===== src/rtl/gx_reset_seq_if.sv =====
// Status and reset bundle between the transceiver channels and the reset sequencer.
// The master drives the transceiver status; the slave (sequencer) drives the resets.
interface gx_reset_seq_if #(
  parameter int unsigned CH_N = 4
);
  logic            gx_pll_locked_i;
  logic [CH_N-1:0] gx_tx_cal_busy_i;
  logic [CH_N-1:0] gx_rx_cal_busy_i;
  logic [CH_N-1:0] gx_rx_is_lockedtodata_i;
  logic [CH_N-1:0] gx_tx_analogreset_o;
  logic [CH_N-1:0] gx_tx_digitalreset_o;
  logic [CH_N-1:0] gx_rx_analogreset_o;
  logic [CH_N-1:0] gx_rx_digitalreset_o;
  logic [CH_N-1:0] tx_ready_o;
  logic [CH_N-1:0] rx_ready_o;

  modport master (
    output gx_pll_locked_i, gx_tx_cal_busy_i, gx_rx_cal_busy_i, gx_rx_is_lockedtodata_i,
    input  gx_tx_analogreset_o, gx_tx_digitalreset_o, gx_rx_analogreset_o,
           gx_rx_digitalreset_o, tx_ready_o, rx_ready_o
  );

  modport slave (
    input  gx_pll_locked_i, gx_tx_cal_busy_i, gx_rx_cal_busy_i, gx_rx_is_lockedtodata_i,
    output gx_tx_analogreset_o, gx_tx_digitalreset_o, gx_rx_analogreset_o,
           gx_rx_digitalreset_o, tx_ready_o, rx_ready_o
  );
endinterface


===== src/rtl/gx_reset_seq.sv =====
// Multi-channel Cyclone 10 GX transceiver reset sequencer: TX/RX analog and digital resets
// released in order from synchronised calibration, PLL-lock and CDR-lock status.
module gx_reset_seq #(
  parameter int unsigned CH_N      = 4,
  parameter int unsigned TX_BONDED = 1,
  parameter int unsigned ANA_CYC   = 100,
  parameter int unsigned DIG_CYC   = 20,
  parameter int unsigned LTD_CYC   = 250
) (
  input  logic           clk_50m,
  input  logic           io_reset_i,
  gx_reset_seq_if.slave  gx
);

  localparam int unsigned MAX_AD  = (ANA_CYC > DIG_CYC) ? ANA_CYC : DIG_CYC;
  localparam int unsigned CNT_MAX = (MAX_AD > LTD_CYC) ? MAX_AD : LTD_CYC;
  localparam int unsigned CNT_W   = $clog2(CNT_MAX + 1);
  localparam int unsigned TX_N    = (TX_BONDED != 0) ? 1 : CH_N;

  localparam logic [CNT_W-1:0] CNT_TOP  = CNT_W'(CNT_MAX);
  localparam logic [CNT_W-1:0] ANA_LAST = CNT_W'(ANA_CYC - 1);
  localparam logic [CNT_W-1:0] DIG_LAST = CNT_W'(DIG_CYC - 1);
  localparam logic [CNT_W-1:0] LTD_LAST = CNT_W'(LTD_CYC - 1);

  typedef enum logic [1:0] {TX_RST, TX_ANA, TX_DIG, TX_RDY} tx_state_e;
  typedef enum logic [1:0] {RX_RST, RX_ANA, RX_LTD, RX_RDY} rx_state_e;

  function automatic logic [CNT_W-1:0] sat_inc(input logic [CNT_W-1:0] v);
    return (v == CNT_TOP) ? v : v + CNT_W'(1);
  endfunction

  logic            pll_s1_q, pll_s2_q;
  logic [CH_N-1:0] txb_s1_q, txb_s2_q;
  logic [CH_N-1:0] rxb_s1_q, rxb_s2_q;
  logic [CH_N-1:0] ltd_s1_q, ltd_s2_q;

  // Two-flop synchronisers for every asynchronous status input
  always_ff @(posedge clk_50m or posedge io_reset_i) begin
    if (io_reset_i) begin
      pll_s1_q <= 1'b0;
      pll_s2_q <= 1'b0;
      txb_s1_q <= '0;
      txb_s2_q <= '0;
      rxb_s1_q <= '0;
      rxb_s2_q <= '0;
      ltd_s1_q <= '0;
      ltd_s2_q <= '0;
    end else begin
      pll_s1_q <= gx.gx_pll_locked_i;
      pll_s2_q <= pll_s1_q;
      txb_s1_q <= gx.gx_tx_cal_busy_i;
      txb_s2_q <= txb_s1_q;
      rxb_s1_q <= gx.gx_rx_cal_busy_i;
      rxb_s2_q <= rxb_s1_q;
      ltd_s1_q <= gx.gx_rx_is_lockedtodata_i;
      ltd_s2_q <= ltd_s1_q;
    end
  end

  logic [TX_N-1:0] tx_ana_v, tx_dig_v, tx_rdy_v;
  logic            tx_busy_any_c;

  assign tx_busy_any_c = |txb_s2_q;

  for (genvar t = 0; t < TX_N; t++) begin : g_tx
    tx_state_e        state_q;
    logic [CNT_W-1:0] cnt_q;
    logic             ana_q, dig_q, rdy_q;
    logic             ok_c;

    // A bonded group is only as healthy as its busiest channel
    assign ok_c = pll_s2_q & ~((TX_BONDED != 0) ? tx_busy_any_c : txb_s2_q[t]);

    always_ff @(posedge clk_50m or posedge io_reset_i) begin
      if (io_reset_i) begin
        state_q <= TX_RST;
        cnt_q   <= '0;
        ana_q   <= 1'b1;
        dig_q   <= 1'b1;
        rdy_q   <= 1'b0;
      end else if (state_q != TX_RST && !ok_c) begin
        state_q <= TX_RST;
        cnt_q   <= '0;
        ana_q   <= 1'b1;
        dig_q   <= 1'b1;
        rdy_q   <= 1'b0;
      end else begin
        case (state_q)
          TX_RST: begin
            cnt_q <= '0;
            if (ok_c) state_q <= TX_ANA;
          end
          TX_ANA: begin
            if (cnt_q == ANA_LAST) begin
              state_q <= TX_DIG;
              cnt_q   <= '0;
              ana_q   <= 1'b0;
            end else begin
              cnt_q <= sat_inc(cnt_q);
            end
          end
          TX_DIG: begin
            if (cnt_q == DIG_LAST) begin
              state_q <= TX_RDY;
              cnt_q   <= '0;
              dig_q   <= 1'b0;
              rdy_q   <= 1'b1;
            end else begin
              cnt_q <= sat_inc(cnt_q);
            end
          end
          TX_RDY: cnt_q <= '0;
        endcase
      end
    end

    assign tx_ana_v[t] = ana_q;
    assign tx_dig_v[t] = dig_q;
    assign tx_rdy_v[t] = rdy_q;
  end

  for (genvar c = 0; c < CH_N; c++) begin : g_ch
    localparam int unsigned SRC = (TX_BONDED != 0) ? 0 : c;

    rx_state_e        state_q;
    logic [CNT_W-1:0] cnt_q;
    logic             ana_q, dig_q, rdy_q;

    assign gx.gx_tx_analogreset_o[c]  = tx_ana_v[SRC];
    assign gx.gx_tx_digitalreset_o[c] = tx_dig_v[SRC];
    assign gx.tx_ready_o[c]           = tx_rdy_v[SRC];

    // RX sequencing; CDR lock loss only re-arms the digital reset
    always_ff @(posedge clk_50m or posedge io_reset_i) begin
      if (io_reset_i) begin
        state_q <= RX_RST;
        cnt_q   <= '0;
        ana_q   <= 1'b1;
        dig_q   <= 1'b1;
        rdy_q   <= 1'b0;
      end else if (state_q != RX_RST && rxb_s2_q[c]) begin
        state_q <= RX_RST;
        cnt_q   <= '0;
        ana_q   <= 1'b1;
        dig_q   <= 1'b1;
        rdy_q   <= 1'b0;
      end else begin
        case (state_q)
          RX_RST: begin
            cnt_q <= '0;
            if (!rxb_s2_q[c]) state_q <= RX_ANA;
          end
          RX_ANA: begin
            if (cnt_q == ANA_LAST) begin
              state_q <= RX_LTD;
              cnt_q   <= '0;
              ana_q   <= 1'b0;
            end else begin
              cnt_q <= sat_inc(cnt_q);
            end
          end
          RX_LTD: begin
            if (!ltd_s2_q[c]) begin
              cnt_q <= '0;
            end else if (cnt_q == LTD_LAST) begin
              state_q <= RX_RDY;
              cnt_q   <= '0;
              dig_q   <= 1'b0;
              rdy_q   <= 1'b1;
            end else begin
              cnt_q <= sat_inc(cnt_q);
            end
          end
          RX_RDY: begin
            cnt_q <= '0;
            if (!ltd_s2_q[c]) begin
              state_q <= RX_LTD;
              dig_q   <= 1'b1;
              rdy_q   <= 1'b0;
            end
          end
        endcase
      end
    end

    assign gx.gx_rx_analogreset_o[c]  = ana_q;
    assign gx.gx_rx_digitalreset_o[c] = dig_q;
    assign gx.rx_ready_o[c]           = rdy_q;
  end

endmodule

===== src/flat_wrapper.sv =====
// flat-port wrapper written by rule: the top's interface ports become plain ports
module gx_reset_seq_flat 
#(
  parameter int unsigned CH_N      = 4,
  parameter int unsigned TX_BONDED = 1,
  parameter int unsigned ANA_CYC   = 100,
  parameter int unsigned DIG_CYC   = 20,
  parameter int unsigned LTD_CYC   = 250
)
  (clk_50m, io_reset_i, gx_gx_pll_locked_i, gx_gx_tx_cal_busy_i, gx_gx_rx_cal_busy_i, gx_gx_rx_is_lockedtodata_i, gx_gx_tx_analogreset_o, gx_gx_tx_digitalreset_o, gx_gx_rx_analogreset_o, gx_gx_rx_digitalreset_o, gx_tx_ready_o, gx_rx_ready_o);
  gx_reset_seq_if #(.CH_N(CH_N)) gx_i ();
  input  logic clk_50m;
  input  logic io_reset_i;
  input wire logic [$bits(gx_i.gx_pll_locked_i)-1:0] gx_gx_pll_locked_i;
  input wire logic [$bits(gx_i.gx_tx_cal_busy_i)-1:0] gx_gx_tx_cal_busy_i;
  input wire logic [$bits(gx_i.gx_rx_cal_busy_i)-1:0] gx_gx_rx_cal_busy_i;
  input wire logic [$bits(gx_i.gx_rx_is_lockedtodata_i)-1:0] gx_gx_rx_is_lockedtodata_i;
  output wire logic [$bits(gx_i.gx_tx_analogreset_o)-1:0] gx_gx_tx_analogreset_o;
  output wire logic [$bits(gx_i.gx_tx_digitalreset_o)-1:0] gx_gx_tx_digitalreset_o;
  output wire logic [$bits(gx_i.gx_rx_analogreset_o)-1:0] gx_gx_rx_analogreset_o;
  output wire logic [$bits(gx_i.gx_rx_digitalreset_o)-1:0] gx_gx_rx_digitalreset_o;
  output wire logic [$bits(gx_i.tx_ready_o)-1:0] gx_tx_ready_o;
  output wire logic [$bits(gx_i.rx_ready_o)-1:0] gx_rx_ready_o;
  assign gx_i.gx_pll_locked_i = gx_gx_pll_locked_i;
  assign gx_i.gx_tx_cal_busy_i = gx_gx_tx_cal_busy_i;
  assign gx_i.gx_rx_cal_busy_i = gx_gx_rx_cal_busy_i;
  assign gx_i.gx_rx_is_lockedtodata_i = gx_gx_rx_is_lockedtodata_i;
  assign gx_gx_tx_analogreset_o = gx_i.gx_tx_analogreset_o;
  assign gx_gx_tx_digitalreset_o = gx_i.gx_tx_digitalreset_o;
  assign gx_gx_rx_analogreset_o = gx_i.gx_rx_analogreset_o;
  assign gx_gx_rx_digitalreset_o = gx_i.gx_rx_digitalreset_o;
  assign gx_tx_ready_o = gx_i.tx_ready_o;
  assign gx_rx_ready_o = gx_i.rx_ready_o;
  gx_reset_seq #(.CH_N(CH_N), .TX_BONDED(TX_BONDED), .ANA_CYC(ANA_CYC), .DIG_CYC(DIG_CYC), .LTD_CYC(LTD_CYC)) u_core (.clk_50m(clk_50m), .io_reset_i(io_reset_i), .gx(gx_i));
endmodule

===== config.mk =====
export PLATFORM = sky130hd
export DESIGN_NAME = gx_reset_seq_flat
export DESIGN_NICKNAME = d
export VERILOG_FILES = /design/src/rtl/gx_reset_seq_if.sv /design/src/rtl/gx_reset_seq.sv /design/src/flat_wrapper.sv
export SDC_FILE = /design/constraint.sdc
export NUM_CORES = 1
export LEC_CHECK = 0
export CAP_MARGIN = 20
export CORE_MARGIN = 2
export CORE_UTILIZATION = 57
export DETAILED_ROUTE_END_ITERATION = 10
export GPL_ROUTABILITY_DRIVEN = 0
export HOLD_SLACK_MARGIN = 0.06
export PLACE_DENSITY = 0.81
export SYNTH_ARGS = -nofsm -noshare
export SYNTH_HDL_FRONTEND = slang
export SYNTH_SLANG_ARGS = --single-unit

===== constraint.sdc =====
create_clock -name clk_50m -period 3.7 [get_ports clk_50m]
set_clock_uncertainty 0.2 [all_clocks]
set_input_delay 0.74 -clock clk_50m [delete_from_list [all_inputs] [get_ports clk_50m]]
set_output_delay 0.74 -clock clk_50m [all_outputs]
set_load 0.05 [all_outputs]

**After elaboration in Yosys (flattened, before gate mapping)**

Index checks and enable logic that the tools add are counted.
W data, S select, Z words.

- Register bits after elaboration: 91
- Logic and storage cells: 270
- Bits of input ports: 15
- Output and inout bits: 24

- Bitwise operators: 2
- Muxes and demuxes: 123
- Reductions and logical operators: 54
- Eq/ne operators: 53
- $add $sub $neg: 5

Operators with widths:

| operator | count |
|---|---|
| $mux W8 | 24 |
| $pmux W8 S3 | 5 |
| $eq A8 B8 Y1 const B | 9 |
| $mux W2 | 28 |
| $mux W1 | 53 |
| $ne A3 B1 Y1 const B | 15 |
| $add A8 B1 Y8 const B | 5 |
| $eq A8 B7 Y1 const B | 5 |
| $reduce_bool A2 Y1 | 17 |
| $pmux W2 S4 | 4 |
| $ne A3 B3 Y1 const B | 8 |
| $eq A2 B2 Y1 const B | 10 |
| $reduce_and A4 Y1 | 5 |
| $reduce_and A5 Y1 | 4 |
| $pmux W1 S2 | 8 |
| $reduce_and A2 Y1 | 6 |
| $reduce_bool A3 Y1 | 4 |
| $eq A2 B1 Y1 const B | 5 |
| $logic_not A2 Y1 | 5 |
| $reduce_or A2 Y1 | 5 |
| $eq A8 B5 Y1 const B | 1 |
| $pmux W2 S3 | 1 |
| $logic_and A1 B1 Y1 | 5 |
| $reduce_bool A4 Y1 | 1 |
| other kinds (4) | 4 |

**Logic depth before layout (Yosys ltp)**

Gate-level depths: netlist of run 1.

- Depth after elaboration: 7
- Gate-level depth with buffers: 6

**Worst setup path before layout of run 1**

OpenSTA, ideal clock, no wires.

- Path kind: reg2reg
- Start point: register u_core.g_tx[0].cnt_q[1]
- End point: register u_core.g_tx[0].state_q[0]
- Data required time: 3374 ps
- Setup slack: 1456 ps
- Setup time: 126 ps
- Arrival time: 1918 ps
- Stages on the path, launching flop included: 6
- Clock period less this slack: 2244 ps
- Cell sequence: dfrtp_1 ha_1 or4b_1 o31a_1 o311a_1 a221o_1

- Longest elaborated chain between the ends: 3
- Elaborated cells between the ends (all ways): 5
- Classes of those cells: eq/ne (4); reduce/logical (1)

Ends and longest elaborated chain:

| item | line | RTL |
|---|---|---|
| start, declared | gx_reset_seq.sv:67 | `logic [CNT_W-1:0] cnt_q;` |
| start signal, assigned | gx_reset_seq.sv:99 | `cnt_q <= sat_inc(cnt_q);` |
| start signal, assigned | gx_reset_seq.sv:109 | `cnt_q <= sat_inc(cnt_q);` |
| $eq A8 B5 Y1 / $eq A8 B7 Y1 (equally long branches) | gx_reset_seq.sv:103, gx_reset_seq.sv:94 |  |
| $ne A3 B1 Y1 (no source line) | -- |  |
| $reduce_and A4 Y1 (no source line) * | -- |  |
| end signal, assigned | gx_reset_seq.sv:91 | `if (ok_c) state_q <= TX_ANA;` |
| end signal, assigned | gx_reset_seq.sv:95 | `state_q <= TX_DIG;` |
| end signal, assigned | gx_reset_seq.sv:104 | `state_q <= TX_RDY;` |
| end, declared | gx_reset_seq.sv:66 | `tx_state_e state_q;` |

Mark *: on every way between the ends. The rest lies on a longest branch, timed or not.
A chain may end at the register's enable or synchronous reset.

**Worst setup path in the final report of run 1**

- Start point: register u_core.g_tx[0].ana_q
- End point: output gx_gx_tx_analogreset_o[3]

RTL lines:

| item | line | RTL |
|---|---|---|
| start, declared | gx_reset_seq.sv:68 | `logic ana_q, dig_q, rdy_q;` |
| start signal, assigned | gx_reset_seq.sv:78 | `ana_q <= 1'b1;` |
| start signal, assigned | gx_reset_seq.sv:84 | `ana_q <= 1'b1;` |
| start signal, assigned | gx_reset_seq.sv:97 | `ana_q <= 1'b0;` |
| end, declared | flat_wrapper.sv:18 | `output wire logic [$bits(gx_i.gx_tx_analogreset_o)-1:0] gx_gx_tx_analogreset_o;` |

No word-level cell between the ends.

==> flow_summary.toml, run 1 <==
[floorplanning]
floorplan.die_area_um2 = 8230
rows = 31
start_util = 0.5910
coreArea_um2 = 7253
die_height_um = 90.72
fp.dieW_um = 90.72
boundaryPins = 39

[worst_setup_path]
worstPathRequired_ns = 2.76
max_stage_delay_ns = 0.82
crit_path_max_fanout = 6
critPathTopFamily = "buffers and inverters"
timing.critical_path.arrival_ns = 1.76
crit_buf_inv = 1
r2r_slack_ns = 1.26
start_kind = "register"
crit_path_cell_trace = "clkdlybuf4s50_1"
worst_path_max_delay_cell = "sky130_fd_sc_hd__clkdlybuf4s50_1"
worst_setup_path_end_kind = "output pin"
setup.worst_path.class = "register to output pin"

[detailed_routing]
drt-total-wl_um = 7356
vias = 2955
antenna_left = 0
detailed_router_s_first_iteration_violation_count = 136
drc_violation_count_after_routing = 0
routed_via_density = 5.472
firstDrtPassIters = 4
wl_per_cell_um = 13.62

[synthesis]
synth.yosys.warnings = 0
synth.cell_area_um2 = 4287
avgSynthCellArea_um2 = 10.38
sequential_fraction_of_the_synthesis_area = 0.5342
synth.lib_cells_used.distinct = 44
post_synth_inst_count = 413
postSynthRegisterBits = 91
postSynth.asyncResetShare = 1.000
postSynthNetCount = 445
number_of_synthesized_flops_with_an_enable_pin = 0
synthFlopType = "sky130_fd_sc_hd__dfrtp_1"

[worst_hold_path]
holdCritPathClass = "register to register"

[cts]
ctsLongestPathBuffers = 2
h-tree-depth = 3
clkSinkCount = 91
clock_tree.root_cell = "sky130_fd_sc_hd__clkbuf_8"
cts_hold_buf = 0
clk_transition_reported_paths_ns = 0.09
clock_tree_from_tritoncts = "done"
insertion_delay_ns = 0.35
post_cts_gate_resize_count = 0
post-cts-setup-buffer-count = 0
clock_buffer_count_from_cts = 9

[place]
placedCellCount = 524
dp.final_hpwl_um = 5128
io_buffer_count = 38

[layout]
count_of_non_filler_cells_in_the_finished_layout = 540
fin_nets = 468
layout-area-overhead-vs-synth_pct = 13.40
antenna_cells = 0
layout-drive-gt1-share = 0.07937

[sta]
timing.slew.headroom = 0.5633
final.period_utilization = 0.7285
post-route-min-period_ns = 2.695
grt_setup_unrepaired = "no"
final-hold-violation-count = 0
fmaxAchievable_mhz = 371.0
final-max-slew-violation-count = 0
setup_viol = 0
final.setup.tns_ns = 0
tightestPinTransition_ns = 0.6459

[global_routing]
track_usage = 0.1970
vias_in_the_first_global_route = 2921
overflow = 0
grt_start_max_net_pins = 41
initial_antenna_violation_count = 0
grt_first_pass_wirelength_um = 13230

[power]
power.ir.vdd_worst_v = 0.0002255
power.total_w = 0.002085
power_density_nw_per_um2 = 428.9
cellLeakagePower_nw = 2.077

[flow_run]
max_cap_violations = 0

[outcome]
outcome = "complete, no violations"
-- cell families (layout without fill, tap and decap cells) --
kind of cell	after synthesis	count (layout)	synth area share
DFF	91	91	0.5341
adders and majority gates	17	17	0.04962
and+or+nand+nor	150	150	0.1746
xor gates and xnor gates	34	34	0.06947
muxes	1	1	0.002627
AOI/OAI and AO/OA	69	69	0.1039
buffers and inverters	51	79	0.06567
-- flip-flops by register name (all words and copies together), names as in the netlist --
name / flops
u_core.txb_s1_q: 4
u_core.pll_s2_q: 1
u_core.g_ch.rdy_q: 4
u_core.g_ch.cnt_q: 32
u_core.g_tx.dig_q: 1
u_core.rxb_s2_q: 4
u_core.ltd_s2_q: 4
u_core.g_ch.ana_q: 4
u_core.g_tx.rdy_q: 1
u_core.g_ch.state_q: 8
u_core.ltd_s1_q: 4
u_core.pll_s1_q: 1
u_core.txb_s2_q: 4
u_core.g_ch.dig_q: 4
u_core.g_tx.cnt_q: 8
u_core.g_tx.state_q: 2
u_core.g_tx.ana_q: 1
u_core.rxb_s1_q: 4
-- metrics by stage --
step / setup slack, ns / instance area, um^2 / hold WS (ns) / utilization
after floorplan: 0.4129 / 4287 / 0.1312 / -
after global placement: 1.405 / 4616 / 0.1346 / 0.6364
after detailed placement: 1.341 / 4616 / 0.1355 / 0.6364
after CTS: 0.9716 / 4861 / 0.1583 / 0.6702
after global routing: 0.9354 / 4861 / 0.1673 / 0.6702
final: 1.005 / 4861 / 0.1555 / 0.6702
-- synth_stat cells, types with 3 or more instances --
library cell               number  area share
sky130_fd_sc_hd__o21ai_0       14       0.016
sky130_fd_sc_hd__dfrtp_1       81        0.47
sky130_fd_sc_hd__inv_1         22       0.019
sky130_fd_sc_hd__xor2_1        15       0.031
sky130_fd_sc_hd__xnor2_1       19       0.039
sky130_fd_sc_hd__o21ai_1        5      0.0058
sky130_fd_sc_hd__clkbuf_1       5      0.0044
sky130_fd_sc_hd__dfstp_2       10       0.061
sky130_fd_sc_hd__nor3_1         6      0.0070
sky130_fd_sc_hd__nand3b_1       5      0.0088
sky130_fd_sc_hd__ha_1          17       0.050
sky130_fd_sc_hd__nand4_1        3      0.0044
sky130_fd_sc_hd__o31ai_1        6       0.011
sky130_fd_sc_hd__nor4b_1        5       0.010
sky130_fd_sc_hd__a21oi_1       17       0.020
sky130_fd_sc_hd__nor3b_1        3      0.0053
sky130_fd_sc_hd__nor2_1        60       0.053
sky130_fd_sc_hd__and3b_1        5       0.010
sky130_fd_sc_hd__and3_1         5      0.0073
sky130_fd_sc_hd__nand2b_1       3      0.0044
sky130_fd_sc_hd__nand3_1       24       0.028
sky130_fd_sc_hd__buf_4         24       0.042
sky130_fd_sc_hd__o32a_1         4      0.0093
sky130_fd_sc_hd__a31oi_1        9       0.013
sky130_fd_sc_hd__nand2_1       22       0.019
-- path summary, 6_finish.rpt --
| kind | from | end | depth (start not counted) |
|---|---|---|---|
| max | u_core.g_tx[0].ana_q | gx_gx_tx_analogreset_o[3] | 1 |
| min | u_core.txb_s1_q[1] | u_core.txb_s2_q[1] | 0 |
| max reg2reg | u_core.g_tx[0].cnt_q[0] | u_core.g_tx[0].state_q[0] | 5 |
| min reg2reg | u_core.txb_s1_q[1] | u_core.txb_s2_q[1] | 0 |
| max in group asynchronous | io_reset_i | u_core.rxb_s2_q[0] | 3 |
| min in group asynchronous | io_reset_i | u_core.g_ch[3].cnt_q[6] | 2 |
-- layout make-up --
type	count	area (um^2)
clock buffers	9	123.9
well taps	99	123.9
flip-flops and latches	91	2290
inverters	22	83.83
repair buffers	41	402.9
fillers	566	2392
multi-input cells	271	1715
clock inverters	7	121.4
-- layer usage --
metal,part of all wire,global-route usage,vias up,wire length [um]
met5,0,0,-,0
met4,0.011,0.07564,0,82
met3,0.041,0.03255,7,303
met2,0.48,0.3141,69,3565
met1,0.46,0.2722,1438,3405
li1,-,-,1441,-
-- power by group --
part	switching, W	total (W)	leakage, nW	internal, W
clock	0.000351	0.000804	0.124	0.000453
sequential	0.0000389	0.00107	1.16	0.00103
combinational	0.000127	0.000210	0.795	0.0000824
total	0.000517	0.00209	2.08	0.00157
-- layout by cell type, fill, tap and decap left out, drive strengths merged, types with 2 or more instances in the layout --
| cell type | count |
|---|---|
| a31oi | 9 |
| o21ai | 19 |
| a41oi | 2 |
| buf | 3 |
| and3b | 5 |
| clkdlybuf4s50 | 38 |
| bufinv | 3 |
| nand2 | 22 |
| nor2b | 2 |
| ha | 17 |
| nand2b | 3 |
| and3 | 5 |
| nand3 | 24 |
| or4b | 3 |
| nand3b | 5 |
| xnor2 | 19 |
| a21bo | 2 |
| clkbuf | 9 |
| clkinv | 3 |
| nand4 | 3 |
| nor3 | 6 |
| nor2 | 60 |
| xor2 | 15 |
| dfrtp | 81 |
| o32a | 4 |
| a21oi | 17 |
| nor4b | 5 |
| nor3b | 3 |
| dfstp | 10 |
| and2 | 2 |
| inv | 23 |
| o31ai | 6 |
-- worst register-to-register path, delay by kind of cell (launching register included) --
family	cells	cell delay (ns)
AOI/OAI and AO/OA	3	0.97
adders and majority gates	1	0.22
DFF	1	0.38
and+or+nand+nor	1	0.56
Note: power is estimated with default switching activity, not from simulation.
==> inputs of run 2 (changes only) <==
- clock period: 3.7 -> 2.65 ns (I/O delays scaled with it)
==> run 2 against run 1 <==
Compared with the run above:
- register-to-register slack lost 1.0 ns
- sequential share of layout area shrank 0.27 points
- die area is the same
- critical path type unchanged
- power grew 41%
- sequential power grew 40%
- critical path depth is the same
- via count grew 1.2%
- non-clock buffer count is the same
- first-iteration DRC count grew 54%
- worst setup slack lost 0.85 ns
- worst hold slack lost 0.0021 ns
- critical endpoint is now gx_gx_tx_analogreset_o[2]
==> flow_summary.toml, run 2 (synthesis results as in run 1) <==
[outcome]
outcome = "complete, no violations"

[layout]
count_of_non_filler_cells_in_the_finished_layout = 540
layout.cells.most_common = "sky130_fd_sc_hd__dfrtp_1"
antenna_cells = 0
postLayoutCellArea_um2 = 4888
layout-drive-gt1-share = 0.07937
fill_count = 544
max_flop_register = "u_core.g_ch.cnt_q"
ff_latch_area_um2 = 2290
largest_reg_flops = 32
layout-area-overhead-vs-synth_pct = 14.04
reg.largest.list = "u_core.g_ch.cnt_q: 32 flops, u_core.g_ch.state_q: 8 flops, u_core.g_tx.cnt_q: 8 flops"
fin_nets = 468
multi_input_area_um2 = 1715
layout_common_cells = "sky130_fd_sc_hd__dfrtp_1, sky130_fd_sc_hd__nor2_1, sky130_fd_sc_hd__clkdlybuf4s50_1"

[cts]
clkSinkCount = 91
clock_tree.root_cell = "sky130_fd_sc_hd__clkbuf_8"
ctsLongestPathBuffers = 2
cts_hold_buf = 0
insertion_delay_ns = 0.36
post-cts-setup-buffer-count = 0
clock_tree_from_tritoncts = "done"
h-tree-depth = 3
clk_transition_reported_paths_ns = 0.09
clock_buffer_count_from_cts = 9
post_cts_gate_resize_count = 0

[sta]
tightestPinTransition_ns = 0.6393
setup_viol = 0
timing.slew.headroom = 0.5709
grt_setup_unrepaired = "no"
final.period_utilization = 0.9399
hold_ws_ns = 0.1534
final.setup.tns_ns = 0
final-max-slew-violation-count = 0
post-route-min-period_ns = 2.491
fmaxAchievable_mhz = 401.5
final-hold-violation-count = 0

[global_routing]
initial_antenna_violation_count = 0
overflow = 0
track_usage = 0.1946
grt_first_pass_wirelength_um = 13070
vias_in_the_first_global_route = 2952
grt_start_max_net_pins = 47

[detailed_routing]
vias = 2989
wl_per_cell_um = 13.93
antenna_left = 0
routed_via_density = 5.535
detailed_router_s_first_iteration_violation_count = 210
drt-total-wl_um = 7520
drc_violation_count_after_routing = 0
firstDrtPassIters = 4

[floorplanning]
start_util = 0.5910
coreArea_um2 = 7253
rows = 31
boundaryPins = 39
fp.dieW_um = 90.72
die_height_um = 90.72
floorplan.die_area_um2 = 8230

[worst_setup_path]
crit_path_cell_trace = "clkdlybuf4s50_1"
setup.worst_path.class = "register to output pin"
crit_buf_inv = 1
timing.critical_path.arrival_ns = 1.76
start_kind = "register"
crit_path_max_fanout = 6
worst_setup_path_end_kind = "output pin"
worst_path_max_delay_cell = "sky130_fd_sc_hd__clkdlybuf4s50_1"
max_stage_delay_ns = 0.81
worstPathRequired_ns = 1.92
critPathTopFamily = "buffers and inverters"

[power]
power.ir.vdd_worst_v = 0.0003386
cellLeakagePower_nw = 2.082
power_density_nw_per_um2 = 602.2

[place]
io_buffer_count = 38
dpl-instance-area_um2 = 4643
dp.final_hpwl_um = 5118
placedCellCount = 524

[worst_hold_path]
holdCritPathClass = "register to register"

[flow_run]
max_cap_violations = 0
[run 2: cell types whose count changed in the layout (fill, tap and decap cells not counted)]
cell,change
sky130_fd_sc_hd__clkinvlp_4,+1
sky130_fd_sc_hd__buf_4,-2
sky130_fd_sc_hd__clkinv_2,-1
sky130_fd_sc_hd__buf_12,+2
[run 2: per-stage QoR]
stage | utilization | total power, W | setup WS (ns)
global route | 0.6740 | 0.003069 | 0.07415
floorplan | - | 0.001717 | 0.4058
detailed placement | 0.6402 | 0.001825 | 0.2582
finish | 0.6740 | 0.002944 | 0.1592
global placement | 0.6402 | 0.001809 | 0.3492
CTS | 0.6740 | 0.002958 | 0.1423
[run 2: final timing paths]
check	endpoint	startpoint	slack, ns	cells after the start
setup / recovery	gx_gx_tx_analogreset_o[2]	u_core.g_tx[0].ana_q	0.16	1
hold / removal	u_core.ltd_s2_q[3]	u_core.ltd_s1_q[3]	0.15	0
setup reg to reg	u_core.g_tx[0].state_q[1]	u_core.g_tx[0].cnt_q[1]	0.22	5
hold reg to reg	u_core.ltd_s2_q[3]	u_core.ltd_s1_q[3]	0.15	0
max in group asynchronous	u_core.g_tx[0].ana_q	io_reset_i	1.30	3
min in group asynchronous	u_core.g_ch[0].cnt_q[2]	io_reset_i	0.33	2
[run 2: metal layers]
layer / global-route usage / part of all wire / vias to the layer above
met4: 0.08462 / 0.019 / 0
met5: 0 / 0 / -
met2: 0.3128 / 0.49 / 71
met3: 0.02922 / 0.036 / 17
met1: 0.2645 / 0.46 / 1451
li1: - / - / 1450
[run 2: power by group]
part           internal [W]  switching, W  leakage, nW
Combinational      0.000129      0.000181        0.800
Sequential          0.00144     0.0000548         1.16
Clock              0.000633      0.000505        0.124
[run 2: final cells by class]
| type | count | area share |
|---|---|---|
| timing repair buffer | 41 | 0.08754 |
| clock inverter | 7 | 0.02483 |
| sequential | 91 | 0.4684 |
| multi-input combinational | 271 | 0.3509 |
| tap | 99 | 0.02534 |
| clock buffer | 9 | 0.02534 |
| inverter | 22 | 0.01766 |
